==> config.mk <==
export PLATFORM = sky130hd
export DESIGN_NAME = reg_trace_monitor_flat
export DESIGN_NICKNAME = d
export VERILOG_FILES = /design/src/rtl/reg_trace_monitor_if.sv /design/src/rtl/reg_trace_monitor.sv /design/src/flat_wrapper.sv
export SDC_FILE = /design/constraint.sdc
export NUM_CORES = 1
export LEC_CHECK = 0
export BUFFER_PORTS_ARGS = -buffer_cell sky130_fd_sc_hd__buf_2
export CAP_MARGIN = 20
export CELL_PAD_IN_SITES_DETAIL_PLACEMENT = 1
export CELL_PAD_IN_SITES_GLOBAL_PLACEMENT = 2
export CORE_MARGIN = 8
export CORE_UTILIZATION = 51
export CTS_BUF_LIST = sky130_fd_sc_hd__clkbuf_4
export CTS_CLUSTER_DIAMETER = 200
export CTS_CLUSTER_SIZE = 28
export DETAILED_ROUTE_END_ITERATION = 16
export PLACE_DENSITY_LB_ADDON = 0.1
export SYNTH_ARGS = -nofsm -noshare
export SYNTH_HDL_FRONTEND = slang
export SYNTH_SLANG_ARGS = --single-unit
==> constraint.sdc <==
create_clock -name clk -period 7.8 [get_ports clk]
set_input_delay 1.17 -clock clk [delete_from_list [all_inputs] [get_ports clk]]
set_output_delay 1.17 -clock clk [all_outputs]
set_load 0.1 [all_outputs]
==> src/rtl/reg_trace_monitor_if.sv <==
// Trace record stream: head record offered with valid/ready.
// Master drives records, slave consumes them.
interface reg_trace_monitor_if;
  logic        tr_valid;
  logic        tr_ready;
  logic [15:0] tr_data;

  modport master (
    output tr_valid,
    output tr_data,
    input  tr_ready
  );

  modport slave (
    input  tr_valid,
    input  tr_data,
    output tr_ready
  );
endinterface

==> src/rtl/reg_trace_monitor.sv <==
// Register change tracer: snapshots regA/B/O, queues a seq-stamped
// record on each change into a FIFO, counts records lost to a full FIFO.
module reg_trace_monitor #(
  parameter int DEPTH = 8
) (
  input  logic                       clk,
  input  logic                       resetn,
  input  logic                       en,
  input  logic [3:0]                 regA,
  input  logic [3:0]                 regB,
  input  logic [3:0]                 regO,
  input  logic                       clr_ovf,
  reg_trace_monitor_if.master        tr,
  output logic [$clog2(DEPTH+1)-1:0] fifo_level,
  output logic                       overflow,
  output logic [7:0]                 drop_cnt
);

  localparam int LW = $clog2(DEPTH + 1);
  localparam int PW = $clog2(DEPTH);

  logic [15:0]   r_mem [DEPTH];
  logic [PW-1:0] r_wr;
  logic [PW-1:0] r_rd;
  logic [LW-1:0] r_level;
  logic [11:0]   r_snap;
  logic          r_snap_vld;
  logic [3:0]    r_seq;
  logic          r_ovf;
  logic [7:0]    r_drop;

  logic [11:0]   w_sample;
  logic          w_event;
  logic          w_full;
  logic          w_pop;
  logic          w_push;
  logic          w_drop;

  assign w_sample = {regA, regB, regO};
  assign w_event  = en && (!r_snap_vld || (w_sample != r_snap));
  assign w_full   = (r_level == LW'(DEPTH));
  assign w_pop    = tr.tr_valid && tr.tr_ready;
  // A pop in the same cycle frees the slot a full FIFO needs.
  assign w_push   = w_event && (!w_full || w_pop);
  assign w_drop   = w_event && w_full && !w_pop;

  assign tr.tr_valid = (r_level != '0);
  assign tr.tr_data  = tr.tr_valid ? r_mem[r_rd] : 16'h0000;
  assign fifo_level  = r_level;
  assign overflow    = r_ovf;
  assign drop_cnt    = r_drop;

  always_ff @(posedge clk) begin
    if (w_push && resetn) begin
      r_mem[r_wr] <= {r_seq, w_sample};
    end
  end

  always_ff @(posedge clk or negedge resetn) begin
    if (!resetn) begin
      r_wr    <= '0;
      r_rd    <= '0;
      r_level <= '0;
    end else begin
      if (w_push) begin
        r_wr <= r_wr + PW'(1);
      end
      if (w_pop) begin
        r_rd <= r_rd + PW'(1);
      end
      unique case ({w_push, w_pop})
        2'b10:   r_level <= r_level + LW'(1);
        2'b01:   r_level <= r_level - LW'(1);
        default: r_level <= r_level;
      endcase
    end
  end

  always_ff @(posedge clk or negedge resetn) begin
    if (!resetn) begin
      r_snap     <= '0;
      r_snap_vld <= 1'b0;
      r_seq      <= '0;
    end else begin
      if (en) begin
        r_snap     <= w_sample;
        r_snap_vld <= 1'b1;
      end
      if (w_event) begin
        r_seq <= r_seq + 4'd1;
      end
    end
  end

  // A drop coinciding with a clear leaves exactly that one drop counted.
  always_ff @(posedge clk or negedge resetn) begin
    if (!resetn) begin
      r_ovf  <= 1'b0;
      r_drop <= '0;
    end else if (w_drop) begin
      r_ovf <= 1'b1;
      if (clr_ovf) begin
        r_drop <= 8'd1;
      end else if (r_drop != 8'hFF) begin
        r_drop <= r_drop + 8'd1;
      end
    end else if (clr_ovf) begin
      r_ovf  <= 1'b0;
      r_drop <= '0;
    end
  end

endmodule

==> src/flat_wrapper.sv <==
// flat-port wrapper written by rule: the top's interface ports become plain ports
module reg_trace_monitor_flat 
#(
  parameter int DEPTH = 8
)
  (clk, resetn, en, regA, regB, regO, clr_ovf, fifo_level, overflow, drop_cnt, tr_tr_valid, tr_tr_data, tr_tr_ready);
  reg_trace_monitor_if tr_i ();
  input  logic clk;
  input  logic resetn;
  input  logic en;
  input  logic [3:0] regA;
  input  logic [3:0] regB;
  input  logic [3:0] regO;
  input  logic clr_ovf;
  output logic [$clog2(DEPTH+1)-1:0] fifo_level;
  output logic overflow;
  output logic [7:0] drop_cnt;
  output wire logic [$bits(tr_i.tr_valid)-1:0] tr_tr_valid;
  output wire logic [$bits(tr_i.tr_data)-1:0] tr_tr_data;
  input wire logic [$bits(tr_i.tr_ready)-1:0] tr_tr_ready;
  assign tr_tr_valid = tr_i.tr_valid;
  assign tr_tr_data = tr_i.tr_data;
  assign tr_i.tr_ready = tr_tr_ready;
  reg_trace_monitor #(.DEPTH(DEPTH)) u_core (.clk(clk), .resetn(resetn), .en(en), .regA(regA), .regB(regB), .regO(regO), .clr_ovf(clr_ovf), .tr(tr_i), .fifo_level(fifo_level), .overflow(overflow), .drop_cnt(drop_cnt));
endmodule
# Word level (Yosys, flattened, before mapping)
# Memory sizes are Yosys's and may differ from the RTL's.
# Index checks and enable logic that the tools add are counted.
# Widths: inputs -> output; s select.
# op_classes
n_addsub	6
n_eq_ne	5
muxes	10
n_reduce_logical	16
# ops
cell	n
$mux 8	4
$mux 16	1
$ne 12x12->1	1
$add 4x1->4 const B	2
$add 8x1->8 const B	1
$ne 8x8->1 const B	1
$pmux 4 s2	1
$add 3x1->3 const B	2
$logic_and 1x1->1	6
$reduce_bool 2->1	3
$eq 4x4->1 const B	1
$mux 1	4
$reduce_bool 4->1	1
$sub 4x1->4 const B	1
$logic_not 1->1	3
$eq 2x1->1 const B	1
$eq 2x2->1 const B	1
$logic_or 1x1->1	2
$reduce_and 2->1	1
# totals
ff_bits	36
ram_bits	128
wordCells	46
mem_count	1
# mem_list
memory	words	word_bits	rd	rd_ports_with_merged_regs	write_ports	line_no	source
u_core.r_mem	8	16	1	0	1	reg_trace_monitor.sv:22	logic [15:0] r_mem [DEPTH];

# Depth between registers and ports, before layout
# Gate-level depths: netlist (run 1).
# depth
depth_word	7
ltp_mapped	12
mapped_depth_nobuf	10

# Worst setup path before layout (run 1)
# Ideal clock, no wire load.
# synth_timing
path_type	register to output
start	reg u_core.r_level[2], in the netlist u_core.fifo_level[2]
end	out tr_tr_data[10]
arrival_ns	2.736
path_slack_ns	3.894
path_stages_with_launch	4
cell_sequence	dfrtp_1 -> nor4_4 -> clkbuf_1 -> nor2_1
# synth_between
elab_chain_len	2
# synth_lines
element	line_no	source
start, declared	reg_trace_monitor.sv:25	logic [LW-1:0] r_level;
start signal, assigned	reg_trace_monitor.sv:72	2'b10: r_level <= r_level + LW'(1);
start signal, assigned	reg_trace_monitor.sv:73	2'b01: r_level <= r_level - LW'(1);
start signal, assigned	reg_trace_monitor.sv:74	default: r_level <= r_level;
$reduce_bool 4->1	reg_trace_monitor.sv:47	assign tr.tr_valid = (r_level != '0);
$mux 16	reg_trace_monitor.sv:48	assign tr.tr_data = tr.tr_valid ? r_mem[r_rd] : 16'h0000;
end, declared	flat_wrapper.sv:19	output wire logic [$bits(tr_i.tr_data)-1:0] tr_tr_data;
# Every way passes these cells.

# Worst setup path after layout (run 1)
# layout_timing
start	reg u_core.r_rd[0]
end	out tr_tr_data[2]
# layout_between
elab_chain_len	2
# layout_lines
element	line_no	source
start, declared	reg_trace_monitor.sv:24	logic [PW-1:0] r_rd;
start signal, assigned	reg_trace_monitor.sv:69	r_rd <= r_rd + PW'(1);
$mem_v2 8x16	--	
$mux 16	reg_trace_monitor.sv:48	
# Every way passes these cells.

==> impl_metrics.json, run 1 <==
{
  "outcome": "completed",
  "dieArea_um2": 17200,
  "grt_pass1_vias": 3805,
  "final_common_cell": "edfxtp_1",
  "synth_ff_type": "edfxtp_1",
  "ir_drop_v": 0.000185,
  "cts_buffers": 17,
  "syn_avg_cell_area_um2": 17.9,
  "met2_usage_pct": 28.6,
  "clk_pin_slew_ns": 0.13,
  "antenna_found_initial": 0,
  "grt_overflow": 0,
  "crit_type": "reg2out",
  "critPathLaunch": "u_core.r_rd[0]",
  "finalCriticalPeriod_ns": 4.04,
  "synth_seq_cells": 164,
  "grt_util_all_layers_pct": 17.4,
  "slew_headroom_pct": 38.5,
  "insertion_delay_ns": 0.56,
  "io_pins": 47,
  "antennaDiodeCount": 0,
  "synth_cell_type_count": 44,
  "swShare_pct": 45.5,
  "r2r-start": "u_core.r_snap[11]",
  "drcViolationCount": 0,
  "tightest_slew_ns": 0.922,
  "h-tree-depth": 4,
  "r2r_cells": 11,
  "drtIter0Drc": 211,
  "ys_seq_area_share_pct": 70.0,
  "post-cts-setup-buffer-count": 0,
  "die_h_um": 131,
  "required_ns": 6.63,
  "dp_cells": 597,
  "post-dp-hpwl_um": 8640,
  "fin_total_pwr_mw": 3.02,
  "cts_resized": 0,
  "slew_viol_final": 0,
  "cts.sinks": 164,
  "drv_cap": 0,
  "grt_util_met3_pct": 4.88,
  "synth_fp_nets": 403,
  "yosysWarnings": 0,
  "vias": 3564,
  "num_rows": 42,
  "power_switching_mw": 1.37,
  "layout-drive-gt1-share_pct": 33.1,
  "cp-start-kind": "flop",
  "die_w_um": 131,
  "wl_per_cell_um": 22.7,
  "power_density_nw_per_um2": 399,
  "cts_buffer_depth": 2,
  "finalCritPeriodShare_pct": 51.8,
  "instances_no_fill": 629,
  "routabilityCongestion": 0.710,
  "fin_setup_tns_ns": 0,
  "p_comb_share_pct": 42.8,
  "whs_path_depth": 1,
  "min_to": "u_core.r_snap_vld",
  "core-area_um2": 13100,
  "r2r_slack_ns": 4.74,
  "start_util_pct": 51.6,
  "cts_tree": "yes",
  "max_freq_ghz": 0.248,
  "r2r_end": "u_core.fifo_level[3]",
  "syn_area_um2": 6780,
  "intPower_mw": 1.65,
  "cp_max_fo": 20,
  "synth_edf_count": 128,
  "cts.root.buffer_cell": "clkbuf_4",
  "final_cell_mix": "128 x edfxtp_1, 46 x buf_2, 34 x dfrtp_1",
  "grtUsageMet1_pct": 21.9,
  "seqPwrFrac_pct": 40.4,
  "grt_max_degree": 41,
  "drt-total-wl_um": 14300,
  "arrival_ns": 2.87,
  "firstDrtPassIters": 4,
  "min_path_type": "reg2reg",
  "hp-start": "u_core.r_snap_vld",
  "grt_pass1_wl_um": 22400,
  "syn_inst": 379,
  "clock_skew_ns": 0.0202,
  "busiest_layer": "met2",
  "clock_power_share_pct": 16.8,
  "p_leak_nw": 2.73,
  "drtAntennaViolNets": 0,
  "worstSetupEndpointType": "output port",
  "finalNetCount": 464,
  "cts_hold_buf": 0,
  "routed_via_density": 5.67,
  "rsz0062_at_grt": "false",
  "hold_viol": 0,
  "async_flop_share_pct": 22.0,
  "portBuffers": 46,
  "finalSetupViolCount": 0,
  "syn2layout_area_growth_pct": 11.5
}
-- cells by family (layout without fill, tap and decap cells) --
| group | after synthesis | count (layout) | share of synthesized area (%) |
|---|---|---|---|
| flops | 164 | 164 | 70.0 |
| simple gates | 77 | 77 | 6.22 |
| buf+inv | 24 | 98 | 1.55 |
| mux | 66 | 66 | 16.0 |
| compound gates | 21 | 21 | 2.23 |
| fa+ha+maj | 7 | 7 | 1.40 |
| xor+xnor | 20 | 20 | 2.58 |
-- power by group through the flow --
| stage | clock, mW | sequential (mW) | combinational, mW |
|---|---|---|---|
| global route | 0.550 | 1.24 | 1.36 |
| detailed placement | 0 | 1.24 | 1.31 |
| CTS | 0.520 | 1.22 | 1.31 |
| finish | 0.506 | 1.22 | 1.29 |
| global placement | 0 | 1.23 | 1.29 |
| floorplan | 0 | 1.22 | 1.06 |
-- worst max-delay path, stage by stage (launching register included) --
cell and delay, ns:
dfrtp_2 0.71, buf_4 0.48, mux4_2 0.57, mux2i_1 0.19, nor2_1 0.06, buf_2 0.29
-- per-layer routing --
layer	wire length (um)	share of wire, %
met5	0	0
met4	188	1.3
met3	539	3.8
met2	7330	51
met1	6200	44
-- state kept, by name (all words and copies together) (netlist names) --
signal,cells
u_core.r_wr,3
u_core.overflow,1
u_core.r_rd,3
u_core.r_mem,128
u_core.drop_cnt,8
u_core.r_snap,12
u_core.r_seq,4
u_core.fifo_level,4
u_core.r_snap_vld,1
-- layout make-up --
class / instances / area [um2]
fill: 1226 / 5580
sequential: 164 / 4750
multi-input combinational: 191 / 1950
timing repair buffer: 59 / 328
tap: 176 / 220
clock buffer: 20 / 150
clock inverter: 12 / 138
inverter: 7 / 26.3
-- stage by stage --
| stage | utilization, % | hold WS (ns) | worst slack, ns | cell area (um2) |
|---|---|---|---|---|
| 6_report | 57.5 | 0.482 | 3.76 | 7560 |
| 5_1_grt | 57.5 | 0.520 | 3.51 | 7560 |
| 4_1_cts | 57.5 | 0.486 | 3.62 | 7560 |
| 3_5_place_dp | 55.3 | 0.455 | 3.84 | 7270 |
| 3_3_place_gp | 55.3 | 0.452 | 4.01 | 7270 |
| 2_1_floorplan | - | 0.439 | 3.89 | 6780 |
-- worst max-delay path by stage --
stage,end,slack [ns]
after global routing,tr_tr_data[2],3.51
after detailed placement,u_core.fifo_level[3],3.84
final,tr_tr_data[2],3.76
after global placement,u_core.fifo_level[3],4.01
after CTS,tr_tr_data[2],3.62
after floorplan,tr_tr_data[10],3.89
-- cells in the mapped netlist, types with 2 or more instances --
master    instances  area [um2]
edfxtp_1        128        3840
dfrtp_1          36         901
mux4_2           32         721
nor2_1           27         101
mux2i_1          18         180
xnor2_1          16         140
mux2_2           15         169
nand2_1          10        37.5
clkbuf_1          9        33.8
nand3_1           9        45.0
a21oi_1           7        35.0
buf_2             6        30.0
ha_1              6        75.1
inv_1             6        22.5
nor3_1            5        25.0
o21ai_0           5        25.0
nand4_1           4        25.0
or3_1             4        25.0
xor2_1            4        35.0
a211oi_1          2        15.0
a21o_1            2        15.0
and2_1            2        12.5
and3_1            2        12.5
nand3b_1          2        15.0
nor2b_1           2        12.5
nor4_4            2        42.5
(Power assumes the default switching activity.)
==> run 2, diff against run 1 <==
--- a/config.mk
+++ b/config.mk
@@ -5,12 +5,13 @@
 export SDC_FILE = /design/constraint.sdc
 export NUM_CORES = 1
 export LEC_CHECK = 0
+export ABC_AREA = 1
 export BUFFER_PORTS_ARGS = -buffer_cell sky130_fd_sc_hd__buf_2
 export CAP_MARGIN = 20
 export CELL_PAD_IN_SITES_DETAIL_PLACEMENT = 1
 export CELL_PAD_IN_SITES_GLOBAL_PLACEMENT = 2
 export CORE_MARGIN = 8
-export CORE_UTILIZATION = 51
+export CORE_UTILIZATION = 38
 export CTS_BUF_LIST = sky130_fd_sc_hd__clkbuf_4
 export CTS_CLUSTER_DIAMETER = 200
 export CTS_CLUSTER_SIZE = 28
==> constraint.sdc (replaced) <==
create_clock -name clk -period 3.24 [get_ports clk]
set_input_delay 0.486 -clock clk [delete_from_list [all_inputs] [get_ports clk]]
set_output_delay 0.486 -clock clk [all_outputs]
set_load 0.1 [all_outputs]
==> impl_metrics.json, run 2 <==
{
  "outcome": "completed",
  "cts_buffer_depth": 2,
  "cts.root.buffer_cell": "clkbuf_4",
  "async_flop_share_pct": 22.0,
  "clk_pin_slew_ns": 0.14,
  "slew_viol_final": 0,
  "wl_per_cell_um": 19.4,
  "synth_ff_type": "edfxtp_1",
  "slew_headroom_pct": 64.0,
  "finalSetupViolCount": 0,
  "grt_pass1_wl_um": 28200,
  "syn_avg_cell_area_um2": 11.3,
  "final_cell_mix": "128 x edfxtp_1, 111 x nor2_1, 88 x o21ai_0",
  "yosys.area.top_type": "edfxtp_1",
  "post-dp-hpwl_um": 11400,
  "ys_seq_area_share_pct": 67.7,
  "dieArea_um2": 23100,
  "vias": 4764,
  "antenna_found_initial": 3,
  "finalCritPeriodShare_pct": 92.7,
  "synth_seq_cells": 164,
  "synth_cell_type_count": 32,
  "cp-endpoint": "tr_tr_data[13]",
  "routabilityCongestion": 0.766,
  "fin_util_pct": 45.9,
  "rsz0062_at_grt": "false",
  "min_path_type": "in2reg",
  "synth_top_family_by_area": "simple AND/OR/NAND/NOR gates",
  "critPathLaunch": "u_core.r_rd[0]",
  "cpMostUsedCell": "o21ai_0",
  "arrival_ns": 2.52,
  "r2r_cells": 15,
  "netlist.area_leader.share_pct": 54.8,
  "drcViolationCount": 0,
  "post-cts-setup-buffer-count": 0,
  "fill_cells": 1957,
  "cpPeakStageDelay_ns": 0.44,
  "cts.sinks": 164,
  "synth_simple_gate_area_share_pct": 15.1,
  "grt_pass1_vias": 5016,
  "tightest_slew_ns": 0.540,
  "cp_max_fo": 65,
  "path_buf_inv": 2,
  "num_rows": 49,
  "h-tree-depth": 4,
  "finalNetCount": 703,
  "cpMaxStageDelayCell": "buf_2",
  "insertion_delay_ns": 0.55,
  "max_freq_ghz": 0.333,
  "cts_tree": "yes",
  "synthTopCellsByArea": "edfxtp_1 55%, dfrtp_1 13%, o21ai_0 6.3%",
  "routed_via_density": 5.16,
  "whs_path_depth": 4,
  "die_h_um": 152,
  "power_density_nw_per_um2": 1060,
  "yosysWarnings": 0,
  "portBuffers": 46,
  "synth_compound_area_share_pct": 10.3,
  "crit_cells": 6,
  "r2r_slack_ns": 0.61,
  "drtAntennaViolNets": 0,
  "start_util_pct": 38.9,
  "io_pins": 47,
  "top_register": "u_core.r_mem",
  "synth_edf_count": 128,
  "synth_mux_area_share_pct": 0,
  "crit_type": "reg2out",
  "synth_fa_ha_area_share_pct": 1.36,
  "die_w_um": 152,
  "finalCriticalPeriod_ns": 3.00,
  "syn2layout_area_growth_pct": 18.0,
  "yosys.area_share.xor_xnor_pct": 1.75,
  "dpl_cell_area_um2": 7990,
  "clock_skew_ns": 0.0157,
  "required_ns": 2.75,
  "ir_drop_v": 0.00121,
  "syn_inst": 622,
  "yosysMostFrequentCell": "edfxtp_1",
  "drtIter0Drc": 212,
  "largest_reg_flops": 128,
  "drt-total-wl_um": 17900,
  "layout-drive-gt1-share_pct": 20.5,
  "cts_buffers": 17,
  "design_area_um2": 8270,
  "synthTopCellsByCount": "128 x edfxtp_1, 111 x nor2_1, 88 x o21ai_0",
  "core-area_um2": 18000,
  "grt_util_all_layers_pct": 15.8,
  "drv_cap": 0,
  "hold_viol": 0,
  "r2r_end": "u_core.fifo_level[3]",
  "synth_fp_nets": 646,
  "cp-start-kind": "flop",
  "firstDrtPassIters": 4,
  "worstSetupEndpointType": "output port",
  "grt_overflow": 0,
  "crit_path_cell_trace": "buf_6, o21ai_0, o22ai_1, o21ai_0, a31oi_4, buf_2",
  "r2r-start": "u_core.fifo_level[0]",
  "syn_area_um2": 7010,
  "final_common_cell": "edfxtp_1",
  "p_leak_nw": 3.12,
  "crit_family": "buffers and inverters",
  "grt_max_degree": 66,
  "fin_setup_tns_ns": 0
}
run 2: changes by cell type after synthesis, sizes merged, moves of 18 or more:
cell / before / now
o21ai: 5 / 99
mux4: 32 / 0
nor2: 28 / 117
nand2: 10 / 88
inv: 7 / 44
mux2i: 18 / 0
run 2: worst register-to-register path: cells and delay by family, from the launching register on:
family	cells	cell delay (ns)
AO/OA/AOI/OAI	1	0.19
adder cells (fa/ha/maj)	1	0.32
buffers and inverters	3	0.26
flip-flops	1	0.49
AND/OR/NAND/NOR	10	1.27
run 2: timing repair:
item / in CTS / in global routing
hold buffers: 1 / 0
endpoints found under the setup margin: 1 / 2
pin swaps: 0 / 0
endpoints found under the hold margin: 6 / 0
resized for setup: 1 / 1
run 2: worst min-delay path by stage:
stage / end / slack (ns) / startpoint
final: u_core.drop_cnt[2] / 0.20 / clr_ovf
after detailed placement: u_core.r_wr[1] / 0.35 / resetn
after floorplan: u_core.drop_cnt[0] / 0.19 / resetn
after CTS: u_core.drop_cnt[2] / 0.14 / clr_ovf
after global placement: u_core.r_wr[1] / 0.35 / resetn
after global routing: u_core.drop_cnt[2] / 0.14 / clr_ovf
run 2: stage by stage:
| step | power (mW) | hold slack [ns] | std cells | setup slack [ns] |
|---|---|---|---|---|
| after global placement | 7.66 | 0.350 | 888 | 0.602 |
| final | 8.76 | 0.204 | 923 | 0.237 |
| after floorplan | 6.11 | 0.190 | 622 | 0.0476 |
| after CTS | 8.88 | 0.143 | 921 | 0.124 |
| after detailed placement | 7.76 | 0.350 | 888 | 0.528 |
| after global routing | 9.19 | 0.143 | 922 | 0.0293 |
run 2: where the power goes:
| group | internal (mW) | switching [mW] | leakage, nW |
|---|---|---|---|
| clock | 0.397 | 0.736 | 0.144 |
| combinational | 1.47 | 3.39 | 1.38 |
| sequential | 2.57 | 0.189 | 1.60 |
| total | 4.44 | 4.32 | 3.12 |
run 2: cell families after synthesis:
group,count (synthesis)
buffers and inverters,71
AO/OA/AOI/OAI,135
flip-flops,164
AND/OR/NAND/NOR,231
adder cells (fa/ha/maj),7
XOR/XNOR,14
run 2: metal layers:
metal | GRT usage (%) | wire length [um]
met5 | 0 | 13
met1 | 19.8 | 8270
met4 | 4.20 | 164
met3 | 4.12 | 673
met2 | 26.4 | 8790
run 2: layout make-up:
| class | instances | area (um2) | area share, % |
|---|---|---|---|
| antenna | 2 | 5.00 | 0.0605 |
| clock buffer | 18 | 135 | 1.63 |
| clock inverter | 14 | 126 | 1.53 |
| inverter | 44 | 169 | 2.04 |
| multi-input combinational | 387 | 2170 | 26.3 |
| sequential | 164 | 4750 | 57.4 |
| tap | 229 | 287 | 3.46 |
| timing repair buffer | 65 | 627 | 7.58 |
==> run 3, diff against run 2 <==
--- a/config.mk
+++ b/config.mk
@@ -16,6 +16,7 @@
 export CTS_CLUSTER_DIAMETER = 200
 export CTS_CLUSTER_SIZE = 28
 export DETAILED_ROUTE_END_ITERATION = 16
+export MAX_ROUTING_LAYER = met4
 export PLACE_DENSITY_LB_ADDON = 0.1
 export SYNTH_ARGS = -nofsm -noshare
 export SYNTH_HDL_FRONTEND = slang
==> impl_metrics.json, run 3 (synthesis gave the netlist of run 2 again) <==
{
  "wl_per_cell_um": 19.4,
  "seq_area_um2": 4750,
  "clock_power_share_pct": 12.9,
  "finalSetupViolCount": 0,
  "outcome": "completed",
  "power_switching_mw": 4.32,
  "num_rows": 49,
  "cpMaxStageDelayCell": "buf_2",
  "cts_tree": "yes",
  "cpMostUsedCell": "o21ai_0",
  "cts.sinks": 164,
  "max_freq_ghz": 0.333,
  "slew_viol_final": 0,
  "clk_pin_slew_ns": 0.14,
  "wl_met3_um": 790,
  "ir_drop_v": 0.00121,
  "wl_met2_um": 8720,
  "power_density_nw_per_um2": 1060,
  "core-area_um2": 18000,
  "fin_util_pct": 45.9,
  "drcViolationCount": 0,
  "worst_slack_ns": 0.239,
  "grt_overflow": 0,
  "r2r_cells": 15,
  "portBuffers": 46,
  "drt-total-wl_um": 17900,
  "cpPeakStageDelay_ns": 0.44,
  "fin_setup_tns_ns": 0,
  "r2r-start": "u_core.fifo_level[0]",
  "p_comb_share_pct": 55.6,
  "hold_ws_ns": 0.198,
  "hp-start": "clr_ovf",
  "grt_max_degree": 66,
  "start_util_pct": 38.9,
  "swShare_pct": 49.3,
  "largest_reg_flops": 128,
  "required_ns": 2.75,
  "layout-drive-gt1-share_pct": 20.5,
  "fill_cells": 1958,
  "hold_viol": 0,
  "cts_buffer_depth": 2,
  "arrival_ns": 2.51,
  "clock_skew_ns": 0.0199,
  "worstSetupEndpointType": "output port",
  "seqPwrFrac_pct": 31.5,
  "final_common_cell": "edfxtp_1",
  "finalCritPeriodShare_pct": 92.6,
  "cts.root.buffer_cell": "clkbuf_4",
  "dp_cells": 888,
  "crit_type": "reg2out",
  "syn2layout_area_growth_pct": 18.0,
  "h-tree-depth": 4,
  "routabilityCongestion": 0.774,
  "finalNetCount": 703,
  "p_leak_nw": 3.12,
  "intPower_mw": 4.44,
  "vias": 4801,
  "tightest_slew_ns": 0.534,
  "post-dp-hpwl_um": 11400,
  "drv_cap": 0,
  "cp_max_fo": 33,
  "slew_headroom_pct": 64.4,
  "cts_buffers": 17,
  "dpl_cell_area_um2": 7990,
  "routed_via_density": 5.20,
  "grt_pass1_vias": 5015,
  "final_cell_mix": "128 x edfxtp_1, 111 x nor2_1, 88 x o21ai_0",
  "top_register": "u_core.r_mem",
  "r2r_slack_ns": 0.65,
  "antenna_found_initial": 3,
  "instances_no_fill": 924,
  "dieArea_um2": 23100,
  "drtAntennaViolNets": 0,
  "min_to": "u_core.drop_cnt[2]",
  "r2r_end": "u_core.fifo_level[3]",
  "wl_met1_um": 8240,
  "crit_path_cell_trace": "buf_4, o21ai_0, o22ai_1, o21ai_0, a31oi_4, buf_2",
  "io_pins": 47,
  "firstDrtPassIters": 4,
  "multi_input_area_um2": 2170,
  "die_w_um": 152,
  "topRoutingLayerUsed": "met4",
  "whs_path_depth": 4,
  "fin_total_pwr_mw": 8.76,
  "grt_pass1_wl_um": 28100,
  "pre_cts_ws_ns": 0.528,
  "min_path_type": "in2reg",
  "finalCriticalPeriod_ns": 3.00,
  "cp-start-kind": "flop",
  "grt_util_all_layers_pct": 16.2,
  "rsz0062_at_grt": "false",
  "drtIter0Drc": 187,
  "die_h_um": 152,
  "insertion_delay_ns": 0.56,
  "design_area_um2": 8270
}
## run 3: changes by cell type in the layout (fill, tap and decap cells not counted)
cell and change:
diode_2 +1
## run 3: worst max-delay path by stage
stage,from,end,slack [ns],cells past startpoint
3_3_place_gp,regO[3],u_core.fifo_level[3],0.60,20
4_1_cts,u_core.r_rd[1],tr_tr_data[8],0.12,7
3_5_place_dp,regO[3],u_core.fifo_level[3],0.53,20
6_report,u_core.r_rd[1],tr_tr_data[13],0.24,6
2_1_floorplan,u_core.fifo_level[0],tr_tr_data[10],0.05,5
5_1_grt,u_core.r_rd[1],tr_tr_data[14],0.04,6
## run 3: worst max-delay path: cells and delay by family (launching register included)
kind / cells / cell delay (ns)
AOI/OAI and AO/OA: 4 / 0.66
buffers and inverters: 2 / 0.87
DFF: 1 / 0.42
## run 3: area by class of cell
type | instances | area share (%)
Tap cell | 229 | 3.46
Clock buffer | 18 | 1.63
Sequential cell | 164 | 57.4
Antenna cell | 3 | 0.0907
Clock inverter | 14 | 1.53
Inverter | 44 | 2.04
Timing Repair Buffer | 65 | 7.58
Multi-Input combinational cell | 387 | 26.3
## run 3: what timing repair did
action	CTS	global route
setup endpoints to repair	1	1
gates resized for setup	1	1
setup buffers	0	0
hold endpoints to repair	6	0
hold buffers	1	0
## run 3: metal layers
| layer | track usage (%) | vias up |
|---|---|---|
| met3 | 3.90 | 14 |
| met5 | - | - |
| met2 | 26.3 | 91 |
| li1 | - | 2279 |
| met1 | 19.9 | 2417 |
| met4 | 4.34 | 0 |
## run 3: power by group through the flow
stage               combinational [mW]  clock [mW]  sequential (mW)
floorplan                         3.15           0             2.96
global placement                  4.87           0             2.79
detailed placement                4.95           0             2.81
CTS                               4.96        1.16             2.76
global route                      5.17        1.23             2.79
finish                            4.87        1.13             2.76
